## src/rtl/alu_arbiter.sv

```systemverilog
// alu_arbiter: round-robin sharing of one external ALU between two valid/ready requesters
module alu_arbiter #(
  parameter int WIDTH   = 8,
  parameter int ALU_LAT = 1
) (
  input  logic               clk,
  input  logic               rst,
  input  logic               req0_valid,
  output logic               req0_ready,
  input  logic [WIDTH-1:0]   req0_in1,
  input  logic [WIDTH-1:0]   req0_in2,
  input  logic [3:0]         req0_op,
  input  logic               req1_valid,
  output logic               req1_ready,
  input  logic [WIDTH-1:0]   req1_in1,
  input  logic [WIDTH-1:0]   req1_in2,
  input  logic [3:0]         req1_op,
  output logic               rsp_valid,
  input  logic               rsp_ready,
  output logic [2*WIDTH-1:0] rsp_out,
  output logic               rsp_zero,
  output logic               rsp_error,
  output logic               rsp_id,
  output logic [WIDTH-1:0]   alu_in1,
  output logic [WIDTH-1:0]   alu_in2,
  output logic [3:0]         alu_op,
  output logic               alu_nvalid_data,
  input  logic [2*WIDTH-1:0] alu_out,
  input  logic               alu_zero,
  input  logic               alu_error,
  output logic               busy
);
  localparam logic [1:0] IDLE = 2'd0, EXEC = 2'd1, RESP = 2'd2;
  localparam int CW = ALU_LAT > 1 ? $clog2(ALU_LAT) : 1;
  logic [1:0]    state;
  logic          last_grant;
  logic [CW-1:0] cnt;
  logic          g1;
  assign g1 = req1_valid && (!req0_valid || !last_grant);
  assign req0_ready = (state == IDLE) && req0_valid && !g1;
  assign req1_ready = (state == IDLE) && g1;
  assign alu_nvalid_data = state == EXEC;
  assign rsp_valid = state == RESP;
  assign busy = state != IDLE;
  always_ff @(posedge clk) begin
    if (rst) begin
      state      <= IDLE;
      last_grant <= 1'b1;
      cnt        <= '0;
      alu_in1    <= '0;
      alu_in2    <= '0;
      alu_op     <= '0;
      rsp_out    <= '0;
      rsp_zero   <= 1'b0;
      rsp_error  <= 1'b0;
      rsp_id     <= 1'b0;
    end else if (req0_ready || req1_ready) begin
      alu_in1    <= g1 ? req1_in1 : req0_in1;
      alu_in2    <= g1 ? req1_in2 : req0_in2;
      alu_op     <= g1 ? req1_op : req0_op;
      last_grant <= g1;
      rsp_id     <= g1;
      cnt        <= '0;
      state      <= EXEC;
    end else if (state == EXEC) begin
      cnt <= cnt + CW'(1);
      if (cnt == CW'(ALU_LAT - 1)) begin
        rsp_out   <= alu_out;
        rsp_zero  <= alu_zero;
        rsp_error <= alu_error;
        state     <= RESP;
      end
    end else if (state == RESP && rsp_ready) begin
      state <= IDLE;
    end
  end
endmodule

```

## config.mk

```make
export PLATFORM = sky130hd
export DESIGN_NAME = alu_arbiter
export DESIGN_NICKNAME = d
export VERILOG_FILES = /design/src/rtl/alu_arbiter.sv
export SDC_FILE = /design/constraint.sdc
export NUM_CORES = 1
export LEC_CHECK = 0
export CELL_PAD_IN_SITES_DETAIL_PLACEMENT = 0
export CELL_PAD_IN_SITES_GLOBAL_PLACEMENT = 1
export CORE_MARGIN = 8
export CORE_UTILIZATION = 23
export DETAILED_ROUTE_END_ITERATION = 8
export PLACE_DENSITY = 0.73
export SLEW_MARGIN = 20
export SYNTH_ARGS = -nofsm -noshare
export SYNTH_HDL_FRONTEND = slang
export SYNTH_SLANG_ARGS = --single-unit
```

## constraint.sdc

```tcl
create_clock -name clk -period 1.25 [get_ports clk]
set_input_delay 0.375 -clock clk [delete_from_list [all_inputs] [get_ports clk]]
set_output_delay 0.375 -clock clk [all_outputs]
set_load 0.01 [all_outputs]
```

== Word-level counts from Yosys, hierarchy flattened ==
Cells that the tools add are included.
Word-level totals
  flip-flop bits (word level): 43
  output and inout bits: 44
  input bits: 63
  logic and storage cells: 43
Cells by class
  reduce and logical (&&, ||, !) cells: 18
  add/subtract/negate cells: 1
  bitwise logic cells: 2
  muxes and demuxes: 7
  equality and inequality tests: 4
Operators with widths (count)
  8-bit two-way mux: 2
  2-bit two-way mux: 3
  1-bit logical AND: 5
  4-bit two-way mux: 1
  2-bit AND reduction: 2
  2-bit nonzero test: 2
  1-bit logical NOT: 3
  3-bit by 2-bit != test with 1-bit output, second input constant: 1
  3-bit AND reduction: 1
  3-bit nonzero test: 1
  2-bit by 1-bit == test with 1-bit output, second input constant: 1
  2-bit == test, second input constant: 1
  2-bit logical NOT: 1
  1-bit logical OR: 2
  2-bit != test, second input constant: 1
  1-bit NOT: 2
  2-bit OR reduction: 1
  1-bit adder, second input constant: 1
  1-bit two-way mux: 1

== Longest topological paths before layout ==
  depth in word-level cells: 8
  depth in mapped cells: 5

== Worst setup path before layout ==
No wires, ideal clock.
  kind: reg2out
  start: register state[1]
  end: output req1_ready
  path buffers: 1
  setup slack: -0.164 ns
  cell stages (with the launch flop): 5
  required time: 0.875 ns
  data arrival time: 1.039 ns
  cells stage by stage: dfxtp_1 nor2_2 buf_2 inv_1 nor2_1
On the way
  cells in the longest elaborated chain, start to end: 2
RTL lines
  from (decl): RTL line 35  | logic [1:0] state;
  from (signal assigned): RTL line 47  | state <= IDLE;
  from (signal assigned): RTL line 64  | state <= EXEC;
  from (signal assigned): RTL line 71  | state <= RESP;
  2-bit logical NOT: RTL line 41  | assign req1_ready = (state == IDLE) && g1;
  1-bit logical AND: RTL line 41
  to (decl): RTL line 14  | output logic req1_ready,
No other way between the ends.

== Final worst setup path ==
  start: register state[0]
  end: output req0_ready
On the way
  cells in the longest elaborated chain, start to end: 3
RTL lines
  2-bit logical NOT: RTL line 40  | assign req0_ready = (state == IDLE) && req0_valid && !g1;
  1-bit logical AND (2 in series): RTL line 40
  to (decl): RTL line 9  | output logic req0_ready,
No other way between the ends.

==> results.sh <==
export IMPL_synthFlopType="dfxtp_1"
export IMPL_max_freq_mhz=627
export IMPL_cp_end_kind="output port"
export IMPL_setup_worst_path_start_class="flip-flop"
export IMPL_io_buffer_count=106
export IMPL_setup_viol=45
export IMPL_clk_pin_slew_ns=0.09
export IMPL_design_area_um2=3750
export IMPL_insertedDiodeCount=0
export IMPL_via_per_inst=4.52
export IMPL_synth_edf_count=0
export IMPL_yosys_top_cells_area="dfxtp_1, nand2_1, a21oi_1"
export IMPL_syn_inst=220
export IMPL_antenna_found_initial=0
export IMPL_clock_path_buffers=2
export IMPL_yosysMostFrequentCell="nand2_1"
export IMPL_grt_usage_pct=11.8
export IMPL_cp_max_fo=2
export IMPL_cts_buffers=5
export IMPL_fin_setup_tns_ns=-4.46
export IMPL_coreArea_um2=7610
export IMPL_wl_per_cell_um=16.1
export IMPL_h_tree_depth=2
export IMPL_place_hpwl_um=4480
export IMPL_cts_tree="yes"
export IMPL_grt_pass1_wl_um=10600
export IMPL_setup_slack_ns=-0.345
export IMPL_drt_first_pass_iters=4
export IMPL_cts_hold_fix_buffers=0
export IMPL_p_clk_share_pct=21.9
export IMPL_period_share_pct=128
export IMPL_total_power_mw=4.46
export IMPL_io_pins=107
export IMPL_syn_avg_cell_area_um2=8.05
export IMPL_fp_dieW_um=104
export IMPL_sw_frac_of_total_pct=31.1
export IMPL_status="finished, violations left"
export IMPL_seqPwrFrac_pct=37.0
export IMPL_rsz0062_at_grt="true"
export IMPL_std_cell_rows=32
export IMPL_max_slew_worst_pin_slew_ns=0.269
export IMPL_ff_latch_area_um2=901
export IMPL_grt_max_degree=22
export IMPL_drive_gt1_share_pct=52.4
export IMPL_synthTopCellsByCount="nand2_1, dfxtp_1, a21oi_1, a311oi_1, clkbuf_1"
export IMPL_async_reset_ff_share_pct=0
export IMPL_nets=417
export IMPL_ys_warn_count=0
export IMPL_clk_latency_ns=0.29
export IMPL_cp_required_ns=0.88
export IMPL_synth_seq_cells=43
export IMPL_p_sw_mw=1.39
export IMPL_synth_distinct_cells=24
export IMPL_gp_congestion=0.682
export IMPL_arrival_ns=1.22
export IMPL_drtAntennaViolNets=0
export IMPL_cap_violations=0
export IMPL_crit_type="reg -> out"
export IMPL_intPower_mw=3.08
export IMPL_period_needed_ns=1.60
export IMPL_max_slew_margin_rel_pct=82.1
export IMPL_grt_overflow_total=0
export IMPL_start_util_pct=23.3
export IMPL_yosys_area_top_type="dfxtp_1"
export IMPL_synth_area_um2=1770
export IMPL_seq_area_frac_synth_pct=48.6
export IMPL_wl_um=7370
export IMPL_area_growth_syn_to_layout_pct=112
export IMPL_violations="setup timing"
export IMPL_drtIter0Drc=36
export IMPL_grt_pass1_vias=1990
export IMPL_fillers=766
export IMPL_die_area_um2=10800
export IMPL_combPwrFrac_pct=41.1
export IMPL_vias=2065
export IMPL_peakVddDrop_mv=0.473
export IMPL_hold_viol=0
export IMPL_cts_sinks=43
export IMPL_multi_input_area_um2=1150
export IMPL_drc_errors=0
export IMPL_cts_root_buf="clkbuf_8"
export IMPL_skew_ns=0.00910
export IMPL_die_y_um=104
export IMPL_p_leak_nw=1.59
export IMPL_synth_top_area_share_pct=48.6
export IMPL_synth_fp_nets=283
export IMPL_hold_class="in -> reg"
export IMPL_power_density_nw_per_um2=1190
export IMPL_drv_slew=0
export IMPL_placed_cell_area_um2=3090
export IMPL_hold_worst_slack_ns=0.401
==> cell usage in the layout (no fill, tap or decap), types with 11 or more instances in the layout <==
cell,n
clkdlybuf4s50_1,59
nand2_1,50
dfxtp_2,29
buf_2,26
a21oi_1,23
nand2_4,20
a21oi_2,16
buf_4,16
dfxtp_1,13
buf_6,13
a311oi_1,11
clkdlybuf4s15_2,11
==> worst max-delay path, stage by stage, from the launching register on <==
cell     delay [ns]
dfxtp_2        0.33
or3b_4         0.41
nor2_4         0.10
buf_6          0.11
==> path summary, 6_finish.rpt <==
path         slack [ns]     endpoint        start  depth (start not counted)
max               -0.35   req0_ready     state[0]                          3
min                0.40   last_grant          rst                          2
max reg2reg       -0.11   alu_in1[3]   last_grant                          6
min reg2reg        0.46  rsp_out[14]  rsp_out[14]                          2
==> state kept, by name, indices dropped and copies added, names as in the netlist <==
register,cells
last_grant,1
rsp_zero,1
state,2
rsp_out,16
alu_in2,8
alu_op,4
alu_in1,8
cnt,1
rsp_error,1
rsp_id,1
==> cells by family (layout without fill, tap and decap cells) <==
kind of cell / count (synthesis) / in the layout / synth area share [%]
xor+xnor: 1 / 1 / 0.494
simple gates: 91 / 91 / 21.8
buf+inv: 20 / 155 / 5.37
compound gates: 65 / 65 / 23.8
flops: 43 / 43 / 48.6
==> stage by stage <==
step / std cells / setup WS [ns] / utilization (%)
2_1_floorplan: 220 / -0.0102 / -
3_3_place_gp: 430 / -1.03 / 40.7
3_5_place_dp: 430 / -1.03 / 40.7
4_1_cts: 440 / -0.353 / 43.8
5_1_grt: 457 / -0.391 / 49.3
6_report: 457 / -0.345 / 49.3
==> power by group through the flow <==
stage | logic, mW | clock network, mW | registers [mW]
after floorplan | 0.514 | 0 | 1.75
after global routing | 1.97 | 1.09 | 1.67
after global placement | 1.40 | 0 | 1.65
final | 1.84 | 0.977 | 1.65
after detailed placement | 1.40 | 0 | 1.66
after CTS | 1.48 | 1.03 | 1.63
==> layout make-up <==
class / count / share of cell area [%]
inverters: 2 / 0.200
clock buffers: 8 / 2.67
well taps: 102 / 3.41
flip-flops and latches: 43 / 24.0
multi-input cells: 157 / 30.8
repair buffers: 145 / 38.9
==> metal layers <==
metal,share of wire (%),up-vias,track usage (%)
met1,42,958,13.4
met3,8.3,7,5.14
met5,0,-,0
met2,49,72,19.8
met4,0.72,0,2.48
li1,-,1028,-
==> timing repair <==
item / 4_1_cts / 5_1_grt
endpoints found under the setup margin: 86 / 80
gates resized for setup: 169 / 123
setup buffers: 1 / 11
endpoints found under the hold margin: 0 / 0
gates cloned: 1 / 6
pin swaps: 6 / 57
(Power assumes the default switching activity.)
